### src/rtl/clk_div_pkg.sv
// Shared definitions for the multi-channel clock divider: mode encodings,
// terminal counts for the common rates, and a select-width helper.
package clk_div_pkg;

    // Channel output modes
    localparam logic MODE_TOGGLE = 1'b0;   // square clock on clk_div
    localparam logic MODE_PULSE  = 1'b1;   // one-cycle strobe on tick

    // Terminal counts for the common rates from a 50 MHz system clock
    localparam int TC_10KHZ = 2500;
    localparam int TC_1KHZ  = 25000;
    localparam int TC_1HZ   = 25000000;

    // Width of a channel-select field; never narrower than one bit
    function automatic int ch_sel_width(input int n_ch);
        return (n_ch > 1) ? $clog2(n_ch) : 1;
    endfunction

endpackage : clk_div_pkg

### src/rtl/clk_div_ch.sv
// One divider channel: free-running counter with a programmable terminal
// count, shadow/active configuration pair for glitch-free retuning, and the
// registered toggle/pulse output flops.
module clk_div_ch
    import clk_div_pkg::*;
#(
    parameter int CNT_W        = 32,
    parameter int DEFAULT_TC   = TC_10KHZ,
    parameter int DEFAULT_MODE = 0
) (
    input  logic             clock,
    input  logic             reset,
    input  logic             i_en,
    input  logic             i_sync_clr,
    input  logic             i_we,
    input  logic [CNT_W-1:0] i_tc,
    input  logic             i_mode,
    output logic             o_clk_div,
    output logic             o_tick,
    output logic             o_pend
);

    localparam logic [CNT_W-1:0] DEF_TC   = CNT_W'(DEFAULT_TC);
    localparam logic             DEF_MODE = (DEFAULT_MODE != 0);

    logic [CNT_W-1:0] r_cnt;
    logic [CNT_W-1:0] r_act_tc;
    logic             r_act_mode;
    logic [CNT_W-1:0] r_shd_tc;
    logic             r_shd_mode;
    logic             r_pend;
    logic             r_clk_div;
    logic             r_tick;

    logic             w_wrap;
    logic             w_mode_change;

    // The counter never exceeds the active TC: a new TC only becomes active
    // while the count is being forced back to zero.
    assign w_wrap        = (r_cnt == r_act_tc);
    // A pending shadow with a different mode restarts both outputs from 0
    assign w_mode_change = r_pend && (r_shd_mode != r_act_mode);

    // Shadow/active configuration and pending flag
    always_ff @(posedge clock or posedge reset) begin
        // NOTE: the configuration registers are a handful of control flops,
        // not a RAM, so they take the reset like every other state bit.
        if (reset) begin
            r_act_tc   <= DEF_TC;
            r_act_mode <= DEF_MODE;
            r_shd_tc   <= DEF_TC;
            r_shd_mode <= DEF_MODE;
            r_pend     <= 1'b0;
        end else if (i_sync_clr) begin
            // Apply what was already pending; a write in this same cycle
            // lands in the shadow and waits for the next apply point.
            if (r_pend) begin
                r_act_tc   <= r_shd_tc;
                r_act_mode <= r_shd_mode;
            end
            // NOTE: non-blocking assignments make the later write below win
            // over the clear above, while both still see the old r_pend.
            r_pend <= 1'b0;
            if (i_we) begin
                r_shd_tc   <= i_tc;
                r_shd_mode <= i_mode;
                r_pend     <= 1'b1;
            end
        end else if (!i_en) begin
            // Idle channel: nothing to glitch, so configuration goes live now
            if (i_we) begin
                r_act_tc   <= i_tc;
                r_act_mode <= i_mode;
                r_shd_tc   <= i_tc;
                r_shd_mode <= i_mode;
            end else if (r_pend) begin
                r_act_tc   <= r_shd_tc;
                r_act_mode <= r_shd_mode;
            end
            r_pend <= 1'b0;
        end else begin
            // Running channel: retune only at the wrap edge
            if (w_wrap && r_pend) begin
                r_act_tc   <= r_shd_tc;
                r_act_mode <= r_shd_mode;
                r_pend     <= 1'b0;
            end
            if (i_we) begin
                r_shd_tc   <= i_tc;
                r_shd_mode <= i_mode;
                r_pend     <= 1'b1;
            end
        end
    end

    // Counter and registered outputs
    always_ff @(posedge clock or posedge reset) begin
        if (reset) begin
            r_cnt     <= '0;
            r_clk_div <= 1'b0;
            r_tick    <= 1'b0;
        end else if (i_sync_clr || !i_en) begin
            r_cnt     <= '0;
            r_clk_div <= 1'b0;
            r_tick    <= 1'b0;
        end else if (w_wrap) begin
            r_cnt <= '0;
            if (w_mode_change) begin
                r_clk_div <= 1'b0;
                r_tick    <= 1'b0;
            end else if (r_act_mode == MODE_PULSE) begin
                r_tick <= 1'b1;
            end else begin
                r_clk_div <= ~r_clk_div;
            end
        end else begin
            r_cnt  <= r_cnt + CNT_W'(1);
            r_tick <= 1'b0;
        end
    end

    assign o_clk_div = r_clk_div;
    assign o_tick    = r_tick;
    assign o_pend    = r_pend;

endmodule : clk_div_ch

### src/rtl/multi_clk_div.sv
// Multi-channel programmable clock divider. Decodes configuration writes to
// one channel and fans the global phase-align strobe out to all channels.
module multi_clk_div
    import clk_div_pkg::*;
#(
    parameter int CNT_W        = 32,
    parameter int N_CH         = 4,
    parameter int DEFAULT_TC   = TC_10KHZ,
    parameter int DEFAULT_MODE = 0
) (
    input  logic                           clock,
    input  logic                           reset,
    input  logic [N_CH-1:0]                ch_en,
    input  logic                           sync_clr,
    input  logic                           cfg_we,
    input  logic [ch_sel_width(N_CH)-1:0]  cfg_ch,
    input  logic [CNT_W-1:0]               cfg_tc,
    input  logic                           cfg_mode,
    output logic [N_CH-1:0]                clk_div,
    output logic [N_CH-1:0]                tick,
    output logic [N_CH-1:0]                cfg_pend
);

    logic [N_CH-1:0] w_ch_we;

    // One-hot write decode; addresses beyond the last channel are dropped
    always_comb begin
        // NOTE: default assignment first keeps this block free of latches.
        w_ch_we = '0;
        if (cfg_we && (32'(cfg_ch) < N_CH)) begin
            w_ch_we[cfg_ch] = 1'b1;
        end
    end

    for (genvar g = 0; g < N_CH; g++) begin : g_ch
        clk_div_ch #(
            .CNT_W        (CNT_W),
            .DEFAULT_TC   (DEFAULT_TC),
            .DEFAULT_MODE (DEFAULT_MODE)
        ) u_ch (
            .clock      (clock),
            .reset      (reset),
            .i_en       (ch_en[g]),
            .i_sync_clr (sync_clr),
            .i_we       (w_ch_we[g]),
            .i_tc       (cfg_tc),
            .i_mode     (cfg_mode),
            .o_clk_div  (clk_div[g]),
            .o_tick     (tick[g]),
            .o_pend     (cfg_pend[g])
        );
    end

endmodule : multi_clk_div

### config.mk
export PLATFORM = sky130hd
export DESIGN_NAME = multi_clk_div
export DESIGN_NICKNAME = d
export VERILOG_FILES = /design/src/rtl/clk_div_pkg.sv /design/src/rtl/clk_div_ch.sv /design/src/rtl/multi_clk_div.sv
export SDC_FILE = /design/constraint.sdc
export NUM_CORES = 1
export LEC_CHECK = 0
export BUFFER_PORTS_ARGS = -buffer_cell sky130_fd_sc_hd__buf_2
export CORE_AREA = 8 8 244 246
export CTS_BUF_LIST = sky130_fd_sc_hd__clkbuf_16
export DETAILED_ROUTE_END_ITERATION = 7
export DIE_AREA = 0 0 252 254
export PLACE_DENSITY = 0.66
export SLEW_MARGIN = 20
export SYNTH_ARGS = -nofsm -noshare
export SYNTH_HDL_FRONTEND = slang
export SYNTH_HIERARCHICAL = 1
export SYNTH_SLANG_ARGS = --single-unit
### constraint.sdc
create_clock -name clock -period 3.8 [get_ports clock]
set_input_delay 0.38 -clock clock [delete_from_list [all_inputs] [get_ports clock]]
set_output_delay 0.38 -clock clock [all_outputs]
set_load 0.01 [all_outputs]
# Word level (Yosys, flattened, before mapping)
# Cells that the tools add are included.
[totals]
register_bits = 404
latch_bits = 0
mem_bits_rw = 0
mem_bits_ro = 0
out_inout_bits = 12
word_cells = 194
n_memories = 0
[op_classes]
n_addsub = 4
mul = 0
n_div = 0
magnitude_cmp = 2
eq_ne = 24
n_shift = 0
n_mux = 103
n_bitwise = 4
n_reduce_logical = 25
[ops]
columns = ["op", "count"]
rows = [
  ["two-way mux 32 bit", 28],
  ["adder 32 x 1 -> 32 bit (second input constant)", 4],
  ["equality test 32 bit", 4],
  ["two-way mux 1 bit", 73],
  ["inequality test 4 x 1 -> 1 bit (second input constant)", 4],
  ["inequality test 4 x 3 -> 1 bit (second input constant)", 4],
  ["inequality test 3 x 1 -> 1 bit (second input constant)", 4],
  ["inequality test 3 bit (second input constant)", 4],
  ["logical AND 1 bit", 9],
  ["AND reduction 2 bit", 4],
  ["nonzero test 2 bit", 4],
  ["logical NOT 1 bit", 4],
  ["logical OR 1 bit", 4],
  ["two-way mux 4 bit", 1],
  ["inequality test 1 bit", 4],
  ["NOT 1 bit", 4],
  ["less-than comparator 2 x 3 -> 1 bit (second input constant)", 1],
  ["demux 1 bit (select 2 bit)", 1],
  ["greater-or-equal comparator 2 x 1 -> 1 bit (second input constant)", 1],
]

# Longest topological paths before layout
# Gate-level depths: netlist of run 1.
[logic_depth]
word_depth = 8
depth_mapped = 8
mapped_depth_nobuf = 6

# Cells and area by module
# Netlist of run 1, hierarchy kept.
[modules_own_cells]
columns = ["mod", "instances", "cells_each", "area_each_um2", "seq_area_each_um2"]
rows = [
  ["clk_div_ch at g_ch[0].u_ch ...", 3, 634, 6167.2, 2539.9],
  ["clk_div_ch at g_ch[3].u_ch", 1, 637, 6165.9, 2539.9],
  ["multi_clk_div", 1, 4, 37.5, 0.0],
]

# Least setup slack after synthesis of run 1
# No wires, ideal clock.
[synth_path]
path_kind = "reg-to-reg"
startpoint = "reg g_ch[0].u_ch.r_act_tc[8]"
endpoint = "reg g_ch[0].u_ch.r_act_tc[10]"
arrival_time_ns = 1.945
required_ns = 3.670
slack_ns = 1.725
stages_incl_launch_ff = 8
path_buffers = 2
cell_sequence = "dfstp_2 -> xnor2_1 -> nand4_1 -> or4_1 -> buf_2 -> clkbuf_1 -> nor4_1 -> nor3_1"
[synth_via]
elab_chain_cells = 3
[synth_rtl]
columns = ["item", "line_no", "source"]
rows = [
  ["start: declaration", "clk_div_ch.sv:27", "logic [CNT_W-1:0] r_act_tc;"],
  ["start signal: assignment", "clk_div_ch.sv:58", "r_act_tc <= r_shd_tc;"],
  ["start signal: assignment", "clk_div_ch.sv:72", "r_act_tc <= i_tc;"],
  ["start signal: assignment", "clk_div_ch.sv:77", "r_act_tc <= r_shd_tc;"],
  ["equality test 32 bit", "clk_div_ch.sv:40", "assign w_wrap = (r_cnt == r_act_tc);"],
  ["logical AND 1 bit", "clk_div_ch.sv:83", "if (w_wrap && r_pend) begin"],
  ["inequality test 3 x 1 -> 1 bit (no line)", "--", ""],
]
# Every way passes these cells.
# A chain may end at the register's enable or synchronous reset.

# Worst setup path in the final report of run 1
[layout_path]
startpoint = "reg g_ch[3].u_ch.r_act_tc[11]"
endpoint = "reg g_ch[3].u_ch.r_cnt[23]"
[layout_via]
elab_chain_cells = 3
[layout_rtl]
columns = ["item", "line_no", "source"]
rows = [
  ["start: declaration", "clk_div_ch.sv:27", ""],
  ["start signal: assignment", "clk_div_ch.sv:58", ""],
  ["start signal: assignment", "clk_div_ch.sv:72", ""],
  ["start signal: assignment", "clk_div_ch.sv:77", ""],
  ["equality test 32 bit", "clk_div_ch.sv:40", ""],
  ["two-way mux 32 bit", "clk_div_ch.sv:106", "end else if (w_wrap) begin"],
  ["two-way mux 32 bit", "clk_div_ch.sv:102", "end else if (i_sync_clr || !i_en) begin"],
  ["end signal: assignment", "clk_div_ch.sv:117", "r_cnt <= r_cnt + CNT_W'(1);"],
  ["end: declaration", "clk_div_ch.sv:26", "logic [CNT_W-1:0] r_cnt;"],
]
# Every way passes these cells.

==> summary.txt, run 1 <==
Run status
  • Outcome: finished clean

Critical path
  • Crit start category: register
  • Reg2reg end: g_ch[3].u_ch/r_cnt[23]
  • R2R depth: 6
  • Crit end category: register
  • Buf/Inv on CP: 1
  • R2r setup slk: approximately 1.0 ns
  • Critical-path top delay cell: or4_1
  • Crit path DAT: 3.25 ns
  • Crit path max fanout: 25
  • Crit path required time: ~4.3 ns
  • Crit-path leading delay family: simple AND/OR/NAND/NOR gates
  • R2R Path Start: g_ch[3].u_ch/r_act_tc[11]
  • Crit-path cells: xnor2_1 > nand4_1 > or4_1 > o21ai_2 > buf_12 > nor2_1
  • CP max stage delay: 1.00 ns
  • Crit Path Class: register to register

CTS
  • Post-CTS Setup Repair Bufs: 0
  • Clock tree buffer depth: 3
  • Clock Latency Late Sink: 0.59 ns
  • PostCTS Resize Cnt: 0
  • H-tree Lvls: 2
  • Root buffer cell: clkbuf_16
  • Num CTS Buffers: 47
  • Clock sink count: ~400
  • CTS tree: yes
  • Clk slew on worst S/H paths: approximately 0.060 ns

Min path
  • Hold Path Sink: g_ch[1].u_ch/r_shd_tc[2]
  • Hold Path Depth: 3
  • Hold path start: cfg_tc[2]
  • Min-delay worst type: input pin to register

Route
  • Met2 WL: roughly 33 mm
  • Vias: 20900
  • Met1 wire length: 31.9 mm
  • # DRC: 0
  • First-pass DRT Iterations: 5
  • Top Layer Used: met4
  • Final antenna-violating net count: 0
  • Initial DRC count: roughly 2200
  • Routed length per placed instance: around 23 µm
  • Wirelength, routed: around 74 mm
  • Metal3 WL: around 5.2 mm
  • Vias/cell: 6.36

Timing
  • Endpoints failing setup: 0
  • Worst slew margin: 0.325
  • Slew Limit Fails: 0
  • Worst-Margin Slew: 1.01 ns
  • Final Hold Vio Count: 0
  • Fin crit period: approximately 2.8 ns
  • Hold WS: roughly 0.22 ns
  • Unrepaired setup endpoints after global routing: no
  • Fin worst setup slack: between 1 and 1.5 ns
  • F_max: 0.359 GHz
  • Setup_tns: 0 ns
  • Layout Skew: 0.0198 ns
  • Period utilization: 0.733

GRT
  • Total grt overflow: 0
  • Vias in the first global route: 20800
  • Largest net degree at the start of global routing: 71
  • GRT Resource Usage Total: 0.228
  • Antenna violations before repair: 1
  • First-pass GRT wire length: ~120 mm

Final layout
  • Layout cells sized above 1: 0.205
  • Most frequent cells in the layout: dfrtp_1 (360), nor2_1 (266), mux2_2 (240), xnor2_1 (151), mux2i_1 (124)
  • Non-Filler Instances: 3283
  • Fillers: between 5000 and 6000
  • Commonest non-fill, non-tap cell in the layout: dfrtp_1
  • Final net count: 2534
  • Area grow syn2layout: 10.2%

Yosys
  • Top FF cell, synth: dfrtp_1
  • Sequential element share of the synthesized area: 0.411
  • Synth Net Count: around 2600
  • Post-synth EDFFs: 0
  • Yosys reg bits: around 400
  • Mapped Area: between 0.02 and 0.025 mm²
  • FFs w/ async S/R, synth: 1.00
  • Count of cell types in the netlist: 46
  • Synth Area per Inst: ~9.7 µm²
  • Yosys Warn Count: 6
  • Post-Synthesis Cells: roughly 2500

Power and ir drop
  • Power Density: approximately 480 mW/mm²
  • Static leakage: approximately 11 nW
  • Peak supply drop: roughly 0.00043 V

Floorplanning
  • Site Rows: between 80 and 90
  • IO Pins: between 50 and 60
  • Die extent in x: ~250 µm
  • Core ar.: ~0.056 mm²
  • Initial Utilization: 0.443
  • Die outline height: 254 µm
  • Die area: between 0.06 and 0.07 mm²

Run
  • Max Cap Violations: 0

Place
  • Hpwl dp: between 40 and 50 mm
  • Port Buffers: between 50 and 60
  • Pre-CTS WS: roughly 1.0 ns
  • RePlAce Congestion: between 0.8 and 0.9
  • Placed cell count: around 3200
-- stage by stage --
step / power (mW) / utilization / cell area, µm²
floorplan: 7.82 / - / 24700
global placement: 8.49 / 0.461 / 25700
detailed placement: 8.66 / 0.461 / 25700
CTS: 13.2 / 0.488 / 27200
global route: 13.8 / 0.489 / 27200
finish: 13.2 / 0.489 / 27200
-- worst max path at each step --
stage,cells past startpoint,start,endpoint
after CTS,6,g_ch[3].u_ch/r_act_tc[11],g_ch[3].u_ch/r_cnt[31]
after global placement,6,g_ch[3].u_ch/r_act_tc[11],g_ch[3].u_ch/r_cnt[6]
after global routing,6,g_ch[3].u_ch/r_cnt[25],g_ch[3].u_ch/r_cnt[22]
after floorplan,1,reset,g_ch[0].u_ch/o_clk_div
after detailed placement,6,g_ch[3].u_ch/r_act_tc[11],g_ch[3].u_ch/r_cnt[3]
final,6,g_ch[3].u_ch/r_act_tc[11],g_ch[3].u_ch/r_cnt[23]
-- registers in the layout (all words and copies together), names as in the netlist --
signal and count:
g_ch.u_ch/r_cnt 128, g_ch.u_ch/r_shd_mode 4, g_ch.u_ch/r_act_mode 4, g_ch.u_ch/r_act_tc 128
g_ch.u_ch/o_clk_div 4, g_ch.u_ch/r_shd_tc 128, g_ch.u_ch/o_tick 4, g_ch.u_ch/o_pend 4
-- cell type report --
type	instances	area, µm²	share of cell area
multi-input cells	1856	13600	0.498
flip-flops and latches	404	10200	0.373
clock buffers	49	1230	0.0450
well taps	756	946	0.0347
repair buffers	125	843	0.0310
clock inverters	38	289	0.0106
inverters	53	209	0.00767
diodes	2	5.00	0.000184
-- per-layer routing --
metal  vias to the layer above  track usage
met3                       175       0.0351
li1                       9365            -
met4                         0        0.117
met1                     10500        0.305
met5                         -            0
met2                       817        0.355
-- cells in the mapped netlist (4+ instances only) --
master	count	area [µm²]
dfrtp_1	364	9110
nor2_1	270	1010
mux2_2	240	2700
clkbuf_1	188	706
xnor2_1	151	1320
mux2i_1	128	1280
nor4_1	124	776
a21oi_1	118	591
nor3_1	117	586
o32ai_1	116	1020
a211oi_1	112	841
xor2_1	99	867
nand4_1	85	532
nand2_1	64	240
inv_1	49	184
nand3_1	46	230
buf_2	41	205
dfstp_2	40	1050
o21ai_0	26	130
and3_1	18	113
and4_1	18	158
a221oi_1	13	114
a22oi_1	12	90.1
or4_1	9	67.6
a32o_1	8	80.1
a32oi_1	8	70.1
nor2b_1	8	50.1
o211ai_1	8	60.1
nand4b_1	6	52.6
or3_1	6	37.5
a2111oi_1	4	40.0
a211o_1	4	35.0
a31oi_1	4	25.0
ha_1	4	50.1
inv_2	4	15.0
nand2b_1	4	25.0
nor3_2	4	40.0
o21ai_2	4	35.0
o41ai_1	4	35.0
or2_2	4	25.0
-- power breakdown --
| group | switching [mW] | internal [mW] | total [mW] |
|---|---|---|---|
| Sequential | 0.791 | 5.03 | 5.82 |
| Combinational | 1.40 | 1.42 | 2.82 |
| Clock | 1.87 | 2.66 | 4.53 |
| Total | 4.06 | 9.11 | 13.2 |
-- worst register-to-register path, stage by stage (launching register included) --
cell,delay (ns)
dfstp_2,0.56
xnor2_1,0.13
nand4_1,0.14
or4_1,1.00
o21ai_2,0.55
buf_12,0.23
nor2_1,0.08
-- cells by family after synthesis --
group / Yosys count / share of synthesized area
XOR/XNOR: 250 / 0.0886
buffers and inverters: 283 / 0.0451
flip-flops: 404 / 0.411
AO/OA/AOI/OAI: 444 / 0.130
AND/OR/NAND/NOR: 790 / 0.162
multiplexers: 368 / 0.161
adder cells (fa/ha/maj): 4 / 0.00203
-- repair_timing --
action                     in CTS  in global routing
hold buffers                    1                  0
setup endpoints to repair       0                  0
hold endpoints to repair       40                  0
Power figures use the tool's default switching activity.
==> inputs of run 2 (changes only) <==
- ABC_AREA: default -> 1
- CORE_AREA: 8 8 244 246 -> 8 8 249 251
- DIE_AREA: 0 0 252 254 -> 0 0 257 259
- PLACE_DENSITY: 0.66 -> 0.68
- clock period: 3.8 -> 2.49 ns (I/O delays scaled with it)
==> summary.txt, run 2 <==
Run status
  • Outcome: finished clean

Route
  • First-pass DRT Iterations: 5
  • Final antenna-violating net count: 0
  • Vias/cell: approximately 5.4
  • Vias: 24800
  • Wirelength, routed: ~78 mm
  • Initial DRC count: between 2000 and 2500
  • Routed length per placed instance: about 17 µm
  • # DRC: 0

GRT
  • First-pass GRT wire length: ~130 mm
  • Vias in the first global route: about 23000
  • Antenna violations before repair: 0
  • Largest net degree at the start of global routing: about 100
  • GRT Resource Usage Total: 0.231
  • Total grt overflow: 0

CTS
  • CTS tree: yes
  • Clk slew on worst S/H paths: 0.06 ns
  • Clock tree buffer depth: 3
  • H-tree Lvls: 2
  • Hold buffer count at CTS: 11
  • Clock sink count: 404
  • Post-CTS Setup Repair Bufs: 0
  • Num CTS Buffers: 47
  • Root buffer cell: clkbuf_16
  • PostCTS Resize Cnt: 0
  • Clock Latency Late Sink: 0.60 ns

Timing
  • Layout Skew: around 0.029 ns
  • Setup_tns: 0 ns
  • Unrepaired setup endpoints after global routing: no
  • Endpoints failing setup: 0
  • Final Hold Vio Count: 0
  • Period utilization: 0.817
  • Worst-Margin Slew: 0.722 ns
  • Slew Limit Fails: 0
  • Fin crit period: around 2 ns
  • F_max: 0.491 GHz
  • Worst slew margin: 0.518

Yosys
  • Count of cell types in the netlist: 40
  • Post-synth EDFFs: 0
  • Top FF cell, synth: dfrtp_1
  • Yosys Warn Count: 6
  • FFs w/ async S/R, synth: 1.00
  • Post-Synthesis Cells: roughly 3800
  • Area fraction of the dominant cell type after synthesis: 0.353
  • Sequential element share of the synthesized area: 0.393
  • Mapped Area: approximately 0.026 mm²
  • Commonest cells post-synth: nand2_1 (1322), dfrtp_1 (364), nand3_1 (316)
  • Count leader, synth: nand2_1
  • Synth Area per Inst: 6.86 µm²
  • Synth area leader: dfrtp_1
  • Yosys reg bits: roughly 400
  • Area contributors post-synth: dfrtp_1 (35%), nand2_1 (19%), nand3_1 (6.1%), o21ai_0 (4.9%), nor2_1 (4.4%)
  • Synth Net Count: between 3000 and 4000

Critical path
  • Crit end category: register
  • CP max stage delay: 0.57 ns
  • Cell mode on critical path: nand2_1
  • Crit-path cells: xnor2_1 > nand2_1 > nor2_1 > nand2_1 > nor2_2 > nand2_2 > nand2_4 > buf_4 > o22ai_1
  • Buf/Inv on CP: 1
  • Crit start category: register
  • Crit path max fanout: 21
  • Crit Path Class: register to register
  • Crit-path leading delay family: simple AND/OR/NAND/NOR gates
  • Critical Path Source: g_ch[2].u_ch/r_act_tc[2]
  • Crit path DAT: approximately 2.5 ns
  • Crit path required time: approximately 3.0 ns
  • R2R Path Start: g_ch[2].u_ch/r_act_tc[2]
  • Critical-path top delay cell: dfstp_2

Final layout
  • Layout cells sized above 1: 0.123
  • Commonest non-fill, non-tap cell in the layout: nand2_1
  • Area grow syn2layout: 11.4%
  • Post-route design area: ~0.029 mm²
  • Reg area: 0.0102 mm²
  • Multi-input logic area: around 0.014 mm²
  • Final net count: 3836
  • N_diodes: 0
  • Most frequent cells in the layout: nand2_1 (1322), dfrtp_1 (364), nand3_1 (316), nor2_1 (292), inv_1 (275)
  • Fillers: 5817
  • Largest regs: g_ch.u_ch/r_act_tc (128), g_ch.u_ch/r_cnt (128), g_ch.u_ch/r_shd_tc (128)

Power and ir drop
  • Design Power: about 19 mW
  • Peak supply drop: about 0.00042 V
  • Static leakage: ~14 nW
  • Power Density: around 650 mW/mm²

Min path
  • Hold path start: cfg_tc[28]
  • Min-delay worst type: input pin to register

Run
  • Max Cap Violations: 0

Place
  • Dpl cell area: 0.0272 mm²
  • Port Buffers: 54
  • RePlAce Congestion: about 0.88
  • Hpwl dp: about 54 mm

Floorplanning
  • IO Pins: between 50 and 60
  • Die extent in x: approximately 260 µm
  • Die outline height: ~260 µm
  • Site Rows: 89
  • Core ar.: slightly below 0.06 mm²
  • Die area: approximately 0.067 mm²
  • Initial Utilization: 0.443
## run 2: cells by family after synthesis
logic type | count (synthesis) | share of synthesized area
flops | 404 | 0.393
simple gates | 2290 | 0.383
fa+ha+maj | 4 | 0.00194
buf+inv | 503 | 0.0815
compound gates | 408 | 0.0867
mux | 8 | 0.00310
xor+xnor | 147 | 0.0499
## run 2: cell type report
type                            count  share of cell area
Clock buffer                       48              0.0418
Timing Repair Buffer              161              0.0458
Clock inverter                     40             0.00983
Tap cell                          773              0.0336
Multi-Input combinational cell   2857               0.474
Sequential cell                   404               0.353
Inverter                          318              0.0420
## run 2: final timing paths
path                                        endpoint  slack (ns)  cells after the start
max                              g_ch[2].u_ch/o_pend        0.45                      9
min                        g_ch[1].u_ch/r_shd_tc[28]        0.03                      3
max reg2reg                      g_ch[2].u_ch/o_pend        0.45                      9
min reg2reg                g_ch[3].u_ch/r_shd_tc[11]        0.47                      2
max in group asynchronous   g_ch[0].u_ch/r_shd_tc[8]        1.34                      4
min in group asynchronous  g_ch[1].u_ch/r_shd_tc[31]        0.45                      4
## run 2: stage by stage
| stage | setup WS (ns) | cells | util | hold slack, ns |
|---|---|---|---|---|
| final | 0.455 | 4601 | 0.494 | 0.0260 |
| after CTS | 0.465 | 4601 | 0.494 | 0.00129 |
| after detailed placement | 0.478 | 4502 | 0.467 | 0.459 |
| after global placement | 0.503 | 4502 | 0.467 | 0.456 |
| after floorplan | 0.918 | 3764 | - | 0.367 |
| after global routing | 0.202 | 4601 | 0.494 | 0.0207 |
## run 2: tightest hold or removal path, cell delays in order
cell and delay (ns):
buf_2 0.18, nand2_1 0.11, nand2_1 0.05
## run 2: metal layers
layer	track usage	wire length [µm]
met1	0.315	34600
met4	0.0864	2680
met3	0.0359	5710
met5	0	0
met2	0.370	35500
## run 2: report_power, final
group | switching (mW) | total (mW) | internal, mW
registers | 0.707 | 8.08 | 7.37
clock network | 2.92 | 6.81 | 3.89
logic | 2.33 | 3.89 | 1.56
==> inputs of run 3 (changes only) <==
- clock period: 2.49 -> 1.75 ns (I/O delays scaled with it)
==> summary.txt, run 3 (synthesized netlist as in run 2, its figures left out) <==
Run status
  • Outcome: complete, but fails checks
  • Failing checks: setup timing

Timing
  • Slew Limit Fails: 0
  • Fin worst setup slack: -0.0785 ns
  • Final Hold Vio Count: 0
  • Endpoints failing setup: 122
  • Fin crit period: approximately 1.8 ns
  • Layout Skew: between 0.015 and 0.02 ns
  • Worst slew margin: 0.612
  • Unrepaired setup endpoints after global routing: yes
  • Worst-Margin Slew: just under 0.6 ns
  • F_max: 0.547 GHz
  • Period utilization: 1.04

GRT
  • Largest net degree at the start of global routing: between 100 and 150
  • First-pass GRT wire length: 130 mm
  • Antenna violations before repair: 3
  • Total grt overflow: 0
  • GRT Resource Usage Total: 0.237
  • Vias in the first global route: between 20000 and 25000

Route
  • Vias/cell: roughly 5.4
  • Vias: between 20000 and 30000
  • Final antenna-violating net count: 0
  • Wirelength, routed: roughly 86 mm
  • # DRC: 0
  • Initial DRC count: between 2000 and 3000
  • First-pass DRT Iterations: 6
  • Routed length per placed instance: 17.6 µm

Critical path
  • Critical-path top delay cell: dfstp_2
  • Crit Path Class: register to register
  • Crit-path cells: inv_2 > nand2_2 > nand2_2 > inv_2 > nand2_1 > nor2_1 > nand2_1 > nor2_4 > nand3_4 > clkbuf_16 > nand3_2 > nand2_1
  • R2r setup slk: -0.08 ns
  • R2R Path Start: g_ch[1].u_ch/r_act_tc[11]
  • Crit path DAT: 2.30 ns
  • Crit start category: register
  • R2R depth: 12
  • CP max stage delay: roughly 0.54 ns
  • Crit end category: register
  • Critical Path Source: g_ch[1].u_ch/r_act_tc[11]
  • Crit path max fanout: 8
  • Reg2reg end: g_ch[1].u_ch/r_act_mode
  • Crit path required time: about 2.2 ns
  • Cell mode on critical path: nand2_1

Floorplanning
  • Die outline height: between 200 and 300 µm
  • Site Rows: 89
  • Initial Utilization: 0.443
  • Die area: between 0.06 and 0.07 mm²
  • IO Pins: 55
  • Core ar.: 0.0582 mm²
  • Die extent in x: 257 µm

Min path
  • Hold Path Sink: g_ch[1].u_ch/r_shd_tc[31]
  • Min-delay worst type: input pin to register
  • Hold Path Depth: 3
  • Hold path start: cfg_tc[31]

Final layout
  • N_diodes: 0
  • Largest regs: g_ch.u_ch/r_act_tc (128), g_ch.u_ch/r_cnt (128), g_ch.u_ch/r_shd_tc (128)
  • Area grow syn2layout: 27.5%
  • Commonest non-fill, non-tap cell in the layout: nand2_1
  • Final net count: 4125
  • Fillers: 5207
  • Most frequent cells in the layout: nand2_1 (1287), dfrtp_1 (345), buf_4 (277), nor2_1 (263), inv_1 (262)
  • Layout cells sized above 1: 0.239
  • Post-route design area: ~0.033 mm²

Run
  • Max Cap Violations: 0

Power and ir drop
  • Sw frac: 0.319
  • Comb pwr share: 0.237
  • Power Density: around 840 mW/mm²
  • Sequential fraction of design power: 0.411
  • Clock share of power: 0.352
  • Static leakage: between 15 and 20 nW
  • NetSw: 8.88 mW
  • Power Internal: 18.9 mW
  • Peak supply drop: between 0.0007 and 0.0008 V

Place
  • Pre-CTS WS: -0.101 ns
  • RePlAce Congestion: a little under 0.9
  • Dpl cell area: approximately 0.029 mm²
  • Hpwl dp: 57.4 mm
  • Port Buffers: 54

CTS
  • Clk slew on worst S/H paths: 0.06 ns
  • CTS tree: yes
  • Root buffer cell: clkbuf_16
  • Clock Latency Late Sink: roughly 0.6 ns
  • Clock tree buffer depth: 3
  • H-tree Lvls: 2
  • Clock sink count: roughly 400
  • Num CTS Buffers: 48
-- run 3: cell types whose count changed in the layout (fill, tap and decap cells not counted), moves of 19 or more --
cell	delta
buf_4	+197
nand3_1	-99
nand3_2	+93
nand2_1	-35
nand2_2	+31
nor2_1	-29
buf_12	+27
inv_2	+23
clkbuf_16	+22
dlygate4sd3_1	+22
nor3_1	-22
nor3_2	+21
dfrtp_1	-19
dfrtp_2	+19
-- run 3: through the flow --
| step | power, mW | hold WS (ns) | instances | TNS [ns] | utilization |
|---|---|---|---|---|---|
| after global routing | 29.1 | 0.0344 | 4886 | -19.83 | 0.565 |
| after CTS | 27.3 | 0.00454 | 4816 | -0.0407 | 0.529 |
| after global placement | 17.2 | 0.295 | 4697 | -0.119 | 0.496 |
| after floorplan | 15.5 | 0.293 | 3764 | 0 | - |
| after detailed placement | 17.4 | 0.288 | 4697 | -0.334 | 0.496 |
| final | 27.8 | 0.0258 | 4886 | -2.72 | 0.565 |
-- run 3: layout make-up --
type	count	area, µm²	share of cell area
flip-flops and latches	404	10200	0.309
multi-input cells	2860	14800	0.449
clock buffers	49	1230	0.0372
inverters	318	1210	0.0367
clock inverters	36	253	0.00768
repair buffers	446	4300	0.130
well taps	773	967	0.0294
-- run 3: worst max path at each step --
| stage | to | slack [ns] | cells past startpoint |
|---|---|---|---|
| 2_1_floorplan | g_ch[3].u_ch/r_act_tc[0] | 0.18 | 12 |
| 3_3_place_gp | g_ch[2].u_ch/r_cnt[30] | -0.09 | 9 |
| 3_5_place_dp | g_ch[2].u_ch/r_cnt[30] | -0.10 | 9 |
| 4_1_cts | g_ch[0].u_ch/r_act_tc[4] | -0.009 | 12 |
| 5_1_grt | g_ch[1].u_ch/r_act_mode | -0.16 | 9 |
| 6_report | g_ch[1].u_ch/r_act_mode | -0.08 | 12 |
-- run 3: critical path, delay by kind of cell (launching register included) --
kind,cells,cell delay [ns]
buffers and inverters,3,0.32
AND/OR/NAND/NOR,9,0.83
flip-flops,1,0.54
-- run 3: what timing repair did --
action                     CTS  global route
hold buffers                33             0
setup buffers                1            39
hold endpoints to repair   264             0
setup endpoints to repair   62           264
resized for setup           13           298
gates cloned                 0            31
pin swaps                    0           120
-- run 3: power groups by stage --
stage	clock, mW	sequential, mW	combinational (mW)
final	9.78	11.4	6.59
after global placement	0	11.5	5.78
after global routing	10.2	11.5	7.38
after CTS	9.92	11.3	6.02
after floorplan	0	11.3	4.17
after detailed placement	0	11.5	5.91
-- run 3: routing by layer --
layer	global-route usage	part of all wire	wire [µm]	up-vias
met4	0.101	0.042	3630	0
li1	-	-	-	12700
met1	0.320	0.43	36700	12600
met5	0	0	0	-
met3	0.0350	0.079	6760	193
met2	0.378	0.45	38900	1076
